--- config.mk ---
export PLATFORM = sky130hd
export DESIGN_NAME = fifo_reader_flat
export DESIGN_NICKNAME = d
export VERILOG_FILES = /design/src/rtl/fifo_reader_if.sv /design/src/rtl/fifo_reader.sv /design/src/flat_wrapper.sv
export SDC_FILE = /design/constraint.sdc
export NUM_CORES = 1
export LEC_CHECK = 0
export CAP_MARGIN = 20
export CORE_ASPECT_RATIO = 0.7
export CORE_MARGIN = 1
export CORE_UTILIZATION = 54
export DETAILED_ROUTE_END_ITERATION = 6
export PLACE_DENSITY = 0.94
export REMOVE_ABC_BUFFERS = 1
export SLEW_MARGIN = 5
export SYNTH_ARGS = -nofsm -noshare
export SYNTH_HDL_FRONTEND = slang
export SYNTH_SLANG_ARGS = --single-unit
--- constraint.sdc ---
create_clock -name clk_i -period 4.7 [get_ports clk_i]
set_input_delay 0.94 -clock clk_i [delete_from_list [all_inputs] [get_ports clk_i]]
set_output_delay 0.94 -clock clk_i [all_outputs]
set_load 0.02 [all_outputs]
--- src/rtl/fifo_reader_if.sv ---
// Handshake bundle between fifo_reader, the FIFO it pops from and the downstream consumer.
interface fifo_reader_if #(
    parameter int unsigned WIDTH = 32,
    parameter int unsigned CNT_W = 16
);
    logic             en_i;
    logic             fifo_empty_i;
    logic [WIDTH-1:0] fifo_data_i;
    logic             fifo_rd_en_o;
    logic             m_valid_o;
    logic [WIDTH-1:0] m_data_o;
    logic             m_ready_i;
    logic [CNT_W-1:0] count_o;

    modport slave (
        input  en_i, fifo_empty_i, fifo_data_i, m_ready_i,
        output fifo_rd_en_o, m_valid_o, m_data_o, count_o
    );

    modport master (
        output en_i, fifo_empty_i, fifo_data_i, m_ready_i,
        input  fifo_rd_en_o, m_valid_o, m_data_o, count_o
    );
endinterface

--- src/rtl/fifo_reader.sv ---
// Pops a one-cycle-latency FIFO into a 2-entry skid buffer and presents words on a
// valid/ready stream, counting accepted words.
module fifo_reader #(
    parameter int unsigned WIDTH = 32,
    parameter int unsigned CNT_W = 16
) (
    input logic           clk_i,
    input logic           rst_i,
    fifo_reader_if.slave  bus
);
    typedef enum logic [1:0] {
        OCC_0 = 2'd0,
        OCC_1 = 2'd1,
        OCC_2 = 2'd2
    } occ_t;

    occ_t             occ, occ_next;
    logic             pend;
    logic             run;
    logic             xfer;
    logic             rd_en;
    logic [2:0]       fill;
    logic [WIDTH-1:0] head, head_next;
    logic [WIDTH-1:0] tail, tail_next;
    logic [CNT_W-1:0] count;

    assign xfer = (occ != OCC_0) && bus.m_ready_i;

    // Slots committed after this edge: buffered plus in-flight, minus the word leaving now.
    assign fill  = {1'b0, occ} + {2'b00, pend} - {2'b00, xfer};
    // run holds reads off until the first edge after reset release.
    assign rd_en = run && bus.en_i && !bus.fifo_empty_i && (fill < 3'd2);

    always_comb begin
        occ_next  = occ;
        head_next = head;
        tail_next = tail;
        case (occ)
            OCC_0: begin
                if (pend) begin
                    head_next = bus.fifo_data_i;
                    occ_next  = OCC_1;
                end
            end
            OCC_1: begin
                case ({xfer, pend})
                    2'b10: occ_next = OCC_0;
                    2'b01: begin
                        tail_next = bus.fifo_data_i;
                        occ_next  = OCC_2;
                    end
                    2'b11: head_next = bus.fifo_data_i;
                    default: ;
                endcase
            end
            OCC_2: begin
                case ({xfer, pend})
                    2'b10: begin
                        head_next = tail;
                        occ_next  = OCC_1;
                    end
                    2'b11: begin
                        head_next = tail;
                        tail_next = bus.fifo_data_i;
                    end
                    default: ;
                endcase
            end
            default: occ_next = OCC_0;
        endcase
    end

    always_ff @(posedge clk_i or negedge rst_i) begin
        if (!rst_i) begin
            occ   <= OCC_0;
            pend  <= 1'b0;
            run   <= 1'b0;
            head  <= '0;
            tail  <= '0;
            count <= '0;
        end else begin
            occ   <= occ_next;
            pend  <= rd_en;
            run   <= 1'b1;
            head  <= head_next;
            tail  <= tail_next;
            if (xfer) begin
                count <= count + 1'b1;
            end
        end
    end

    assign bus.fifo_rd_en_o = rd_en;
    assign bus.m_valid_o    = (occ != OCC_0);
    assign bus.m_data_o     = head;
    assign bus.count_o      = count;
endmodule

--- src/flat_wrapper.sv ---
// flat-port wrapper written by rule: the top's interface ports become plain ports
module fifo_reader_flat 
#(
    parameter int unsigned WIDTH = 32,
    parameter int unsigned CNT_W = 16
)
  (clk_i, rst_i, bus_en_i, bus_fifo_empty_i, bus_fifo_data_i, bus_m_ready_i, bus_fifo_rd_en_o, bus_m_valid_o, bus_m_data_o, bus_count_o);
  fifo_reader_if #(.WIDTH(WIDTH), .CNT_W(CNT_W)) bus_i ();
  input logic clk_i;
  input logic rst_i;
  input wire logic [$bits(bus_i.en_i)-1:0] bus_en_i;
  input wire logic [$bits(bus_i.fifo_empty_i)-1:0] bus_fifo_empty_i;
  input wire logic [$bits(bus_i.fifo_data_i)-1:0] bus_fifo_data_i;
  input wire logic [$bits(bus_i.m_ready_i)-1:0] bus_m_ready_i;
  output wire logic [$bits(bus_i.fifo_rd_en_o)-1:0] bus_fifo_rd_en_o;
  output wire logic [$bits(bus_i.m_valid_o)-1:0] bus_m_valid_o;
  output wire logic [$bits(bus_i.m_data_o)-1:0] bus_m_data_o;
  output wire logic [$bits(bus_i.count_o)-1:0] bus_count_o;
  assign bus_i.en_i = bus_en_i;
  assign bus_i.fifo_empty_i = bus_fifo_empty_i;
  assign bus_i.fifo_data_i = bus_fifo_data_i;
  assign bus_i.m_ready_i = bus_m_ready_i;
  assign bus_fifo_rd_en_o = bus_i.fifo_rd_en_o;
  assign bus_m_valid_o = bus_i.m_valid_o;
  assign bus_m_data_o = bus_i.m_data_o;
  assign bus_count_o = bus_i.count_o;
  fifo_reader #(.WIDTH(WIDTH), .CNT_W(CNT_W)) u_core (.clk_i(clk_i), .rst_i(rst_i), .bus(bus_i));
endmodule
-- Word level (Yosys, flattened, before mapping)
Index checks and enable logic that the tools add are counted.
- output and inout bits: 50
- flip-flop bits (word level): 84
- memory bits (writable): 0
- bits in read-only memories: 0
- latch bits: 0
- memories: 0
- div/mod/pow operators: 0
- reductions and logical operators: 13
- $mul: 0
- order comparisons: 1
- add/sub/neg operators: 3
- bitwise gates (word level): 0
- muxes and demuxes: 10
- shift operators: 0
- equality and inequality tests: 12
- operator list (kind ; number):
    2-to-1 mux 32 bit ; 4
    one-hot mux 32 bit (3 select lines) ; 1
    one-hot mux 32 bit (2 select lines) ; 1
    adder 16 x 1 -> 16 bit, second input constant ; 1
    inequality test 2 x 1 -> 1 bit, second input constant ; 4
    equality test 2 bit, second input constant ; 3
    one-hot mux 2 bit (3 select lines) ; 1
    AND reduction 3 bit ; 2
    equality test 2 x 1 -> 1 bit, second input constant ; 2
    logical AND 1 bit ; 4
    2-to-1 mux 2 bit ; 2
    inequality test 2 bit, second input constant ; 2
    one-hot mux 2 bit (2 select lines) ; 1
    AND reduction 4 bit ; 1
    nonzero test 2 bit ; 2
    adder 2 x 1 -> 3 bit ; 1
    less-than comparator 3 x 2 -> 1 bit, second input constant ; 1
    inequality test 3 x 1 -> 1 bit, second input constant ; 1
    nonzero test 3 bit ; 1
    subtractor 3 x 1 -> 3 bit ; 1
    zero test 2 bit ; 1
    OR reduction 2 bit ; 1
    zero test 1 bit ; 1

-- Depth between registers and ports, before layout
Gate-level depths: netlist (run 1).
- depth after elaboration: 6
- depth in mapped cells: 9
- mapped depth without buffers: 8

-- Worst setup path before layout (run 1)
No wires, ideal clock.
- kind: register -> output
- start: reg u_core.occ[1]
- end: out bus_fifo_rd_en_o
- data arrival time: 2.268 ns
- setup slack: 1.492 ns
- stages on the path, launching flop included: 10
- cell sequence: dfrtp_1 -> inv_1 -> ha_1 -> buf_2 -> nand2b_1 -> nor2_1 -> o21ai_0 -> fa_1 -> nand4b_1 -> nor2_1
- word-level cells in the longest chain between the ends: 5
- elaborated cells between the ends (all ways): 6
- ends and longest elaborated chain (item ; line ; RTL):
    start, declared ; fifo_reader.sv:17 ; occ_t occ, occ_next;
    start signal, assigned ; fifo_reader.sv:82 ; occ <= occ_next;
    parallel branches: the longest is 2 deep, another holds adder 2 x 1 -> 3 bit ; - ;
    subtractor 3 x 1 -> 3 bit (*) ; fifo_reader.sv:30 ; assign fill = {1'b0, occ} + {2'b00, pend} - {2'b00, xfer};
    less-than comparator 3 x 2 -> 1 bit (*) ; fifo_reader.sv:32 ; assign rd_en = run && bus.en_i && !bus.fifo_empty_i && (fill < 3'd2);
    logical AND 1 bit (*) ; fifo_reader.sv:32 ;
    end, declared ; flat_wrapper.sv:15 ; output wire logic [$bits(bus_i.fifo_rd_en_o)-1:0] bus_fifo_rd_en_o;
Mark *: on every way between the ends.

-- Worst setup path in the final report (run 1)
- start: in bus_m_ready_i
- end: out bus_fifo_rd_en_o
- word-level cells in the longest chain between the ends: 4
- ends and longest elaborated chain (item ; line ; RTL):
    start, declared ; flat_wrapper.sv:14 ; input wire logic [$bits(bus_i.m_ready_i)-1:0] bus_m_ready_i;
    logical AND 1 bit ; fifo_reader.sv:27 ; assign xfer = (occ != OCC_0) && bus.m_ready_i;
    subtractor 3 x 1 -> 3 bit ; fifo_reader.sv:30 ;
    less-than comparator 3 x 2 -> 1 bit ; fifo_reader.sv:32 ;
    logical AND 1 bit ; fifo_reader.sv:32 ;
No other way between the ends.

==> summary.txt, run 1 <==
Floorplanning
  – Core area: 6820 sq um
  – I/O pins: 87
  – Die Wd: between 100 and 150 um
  – # rows: 25
  – Chip Height: 72.6 um
  – Starting Density: 0.563
  – Die outline area: 7460 sq um

Clock tree
  – Max clock buf depth: 2
  – Clock Sinks: 84
  – Root buf cell: clkbuf_8
  – Post_cts resized: 0
  – CTS tree: yes
  – Worst-path clk slew: approximately 0.08 ns
  – Hold buffer count at CTS: 0
  – Htree depth: 3
  – Worst skew pair latency: 0.34 ns
  – Total CTS buffers: 9
  – Post-CTS setup buffer count: 0

Yosys
  – Syn_area_per_cell: approximately 14 sq um
  – Synth async-reset ratio: 1.00
  – Ys Warns: 0
  – Primary FF master, synth: dfrtp_1
  – Syn Inst Count: 274
  – Synthesized cell area: 3840 sq um
  – Number of synthesized flops with an enable pin: 0
  – Seq/Total Area, Yosys: 0.547
  – FF+latch count, synth: 84
  – Synth unique cells: 36

STA
  – RSZ-0062 raised after global routing: false
  – Period Utilization, post-route: 0.927
  – Fin Setup TNS: 0 ns
  – Skew final: 0.0106 ns
  – Slew margin rel.: 0.264
  – Worst-margin pin slew: 1.10 ns
  – Max-slew violation count: 0
  – Final Setup Violations: 0
  – Fmax: 0.230 GHz
  – Hold Vio Cnt, Final: 0
  – Crit path time final: 4.36 ns

Final layout
  – Multi-input gate area: between 1500 and 2000 sq um
  – Final nets: 407
  – Synth-to-Final Area Change: 29.9%
  – Register area: between 2000 and 2500 sq um
  – Filler instances: between 400 and 500
  – Diodes inserted: 0
  – Final core utilization: 0.732
  – Share of cells above drive strength 1: 0.293

Power
  – Max IR drop VDD: 0.457 mV
  – Leak pwr: 2.06 nW
  – PwrDens: 725 nW/um^2

Drt
  – Vias: approximately 2500
  – Vias per cell: 5.40
  – Routed WL: 7720 um
  – DRT antenna net count: 0
  – 1st-pass router iterations: 5
  – DRT iter0 DRCs: 69
  – Routed length per instance: 16.7 um
  – DRC: 0

Global route
  – GRT Util Overall: 0.223
  – Global-route wire length before repair: roughly 13000 um
  – Initial antenna violation count: 0
  – Largest net degree at the start of global routing: 85
  – Vias in the first global route: 2596
  – Grt total ovfl: 0

Outcome
  – Status: finished clean

Worst setup path
  – Worst path required time: 3.76 ns
  – CP startpoint kind: primary input
  – CP arrival: ~3.4 ns
  – Critical Path Sink Type: output port
  – Critical path fanouts, max: 6
  – Setup CP Type: primary input to output port

Job
  – # Max-Cap Violations: 0

Placed design
  – IO Port Bufs: 86
  – Final Wtd Congestion: 0.804
  – HPWL after DPL: 5170 um

Worst hold path
  – HP Class: register to register
==> synthesized netlist by cell type, drive strengths merged, types with 6 or more instances <==
cell   count  share of area
buf        8          0.019
dfrtp     84           0.55
ha         6          0.020
inv        6         0.0059
mux2      96           0.28
nand2      9         0.0088
nand3      6         0.0078
nor2      12          0.012
xnor2      9          0.021
xor2       7          0.016
==> sequential cells by signal, summed over array words and instances (netlist names) <==
register,cells
u_core.pend,1
u_core.bus.count_o,16
u_core.run,1
u_core.occ,2
u_core.tail,32
u_core.bus.m_data_o,32
==> critical path, cell delays in order <==
cell and delay, ns:
clkdlybuf4s50_1 0.56, nand2b_1 0.17, nor2_1 0.22, o21ai_0 0.16, fa_1 0.50, nand4b_1 0.09
nor2_1 0.15, clkdlybuf4s50_1 0.62
==> cell usage in the layout (no fill, tap or decap), drive strengths merged <==
cell,n
mux2,96
clkdlybuf4s50,85
dfrtp,84
nor2,12
clkbuf,10
nand2,9
xnor2,9
xor2,7
inv,7
nand3,6
ha,6
clkinv,4
buf,4
nand4,3
o21ai,3
or2,3
nand3b,2
nor3,2
a21oi,2
nand2b,2
and2b,1
nand4b,1
a31oi,1
o21bai,1
o22ai,1
mux2i,1
a222oi,1
and3,1
nor4,1
fa,1
clkinvlp,1
conb,1
==> layout make-up <==
| class | instances | share of cell area |
|---|---|---|
| clock buffer | 10 | 0.0276 |
| clock inverter | 6 | 0.00953 |
| inverter | 6 | 0.00451 |
| multi-input combinational | 173 | 0.329 |
| sequential | 84 | 0.421 |
| tap | 94 | 0.0236 |
| timing repair buffer | 89 | 0.185 |
==> power breakdown <==
| part | total (W) | leakage, nW | internal (W) | switching, W |
|---|---|---|---|---|
| combinational | 0.00187 | 0.966 | 0.00102 | 0.000849 |
| clock | 0.000470 | 0.0928 | 0.000210 | 0.000260 |
| sequential | 0.00128 | 1.00 | 0.00107 | 0.000216 |
==> metal layers <==
metal	GRT usage	wire length [um]	vias up	share of wire
met5	0	0	-	0
met4	0.0673	75	0	0.0097
met3	0.0742	583	9	0.076
met2	0.361	3750	101	0.49
met1	0.289	3310	1253	0.43
li1	-	-	1132	-
==> through the flow <==
| stage | std cells | setup WS (ns) | cell area (sq um) | hold WS, ns | total power [W] |
|---|---|---|---|---|---|
| 2_1_floorplan | 263 | 1.45 | 3760 | 0.459 | 0.00243 |
| 3_3_place_gp | 444 | 0.470 | 4750 | 0.461 | 0.00302 |
| 3_5_place_dp | 445 | 0.368 | 4780 | 0.475 | 0.00316 |
| 4_1_cts | 461 | 0.338 | 4960 | 0.486 | 0.00365 |
| 5_1_grt | 462 | 0.185 | 4990 | 0.502 | 0.00383 |
| 6_report | 462 | 0.343 | 4990 | 0.481 | 0.00362 |
==> path summary, 6_finish.rpt <==
path                                        startpoint                     end  slack [ns]  cells after the start
worst min register to register  u_core.bus.count_o[15]  u_core.bus.count_o[15]        0.48                      1
worst max register to register           u_core.occ[0]         u_core.tail[12]        1.70                      7
worst max-delay path                     bus_m_ready_i        bus_fifo_rd_en_o        0.34                      8
min in group asynchronous                        rst_i             u_core.pend        0.50                      1
worst min-delay path            u_core.bus.count_o[15]  u_core.bus.count_o[15]        0.48                      1
max in group asynchronous                        rst_i          u_core.tail[7]        3.59                      2
==> cell families (layout without fill, tap and decap cells) <==
family / after synthesis / count (layout) / synth area share
AOI/OAI and AO/OA: 9 / 9 / 0.0192
xor gates and xnor gates: 16 / 16 / 0.0365
adders and majority gates: 7 / 7 / 0.0248
buffers and inverters: 17 / 111 / 0.0277
DFF: 84 / 84 / 0.547
muxes: 97 / 97 / 0.284
other: 1 / 1 / 0.000976
and+or+nand+nor: 43 / 43 / 0.0596
Power figures use the tool's default switching activity.
==> inputs of run 2 (changes only) <==
--- a/config.mk
+++ b/config.mk
@@ -10,6 +10,7 @@
 export CORE_MARGIN = 1
 export CORE_UTILIZATION = 54
 export DETAILED_ROUTE_END_ITERATION = 6
+export GPL_ROUTABILITY_DRIVEN = 0
 export PLACE_DENSITY = 0.94
 export REMOVE_ABC_BUFFERS = 1
 export SLEW_MARGIN = 5
==> results of run 2 <==
Same layout as run 1: the final DEF is identical, and so are final timing and power.
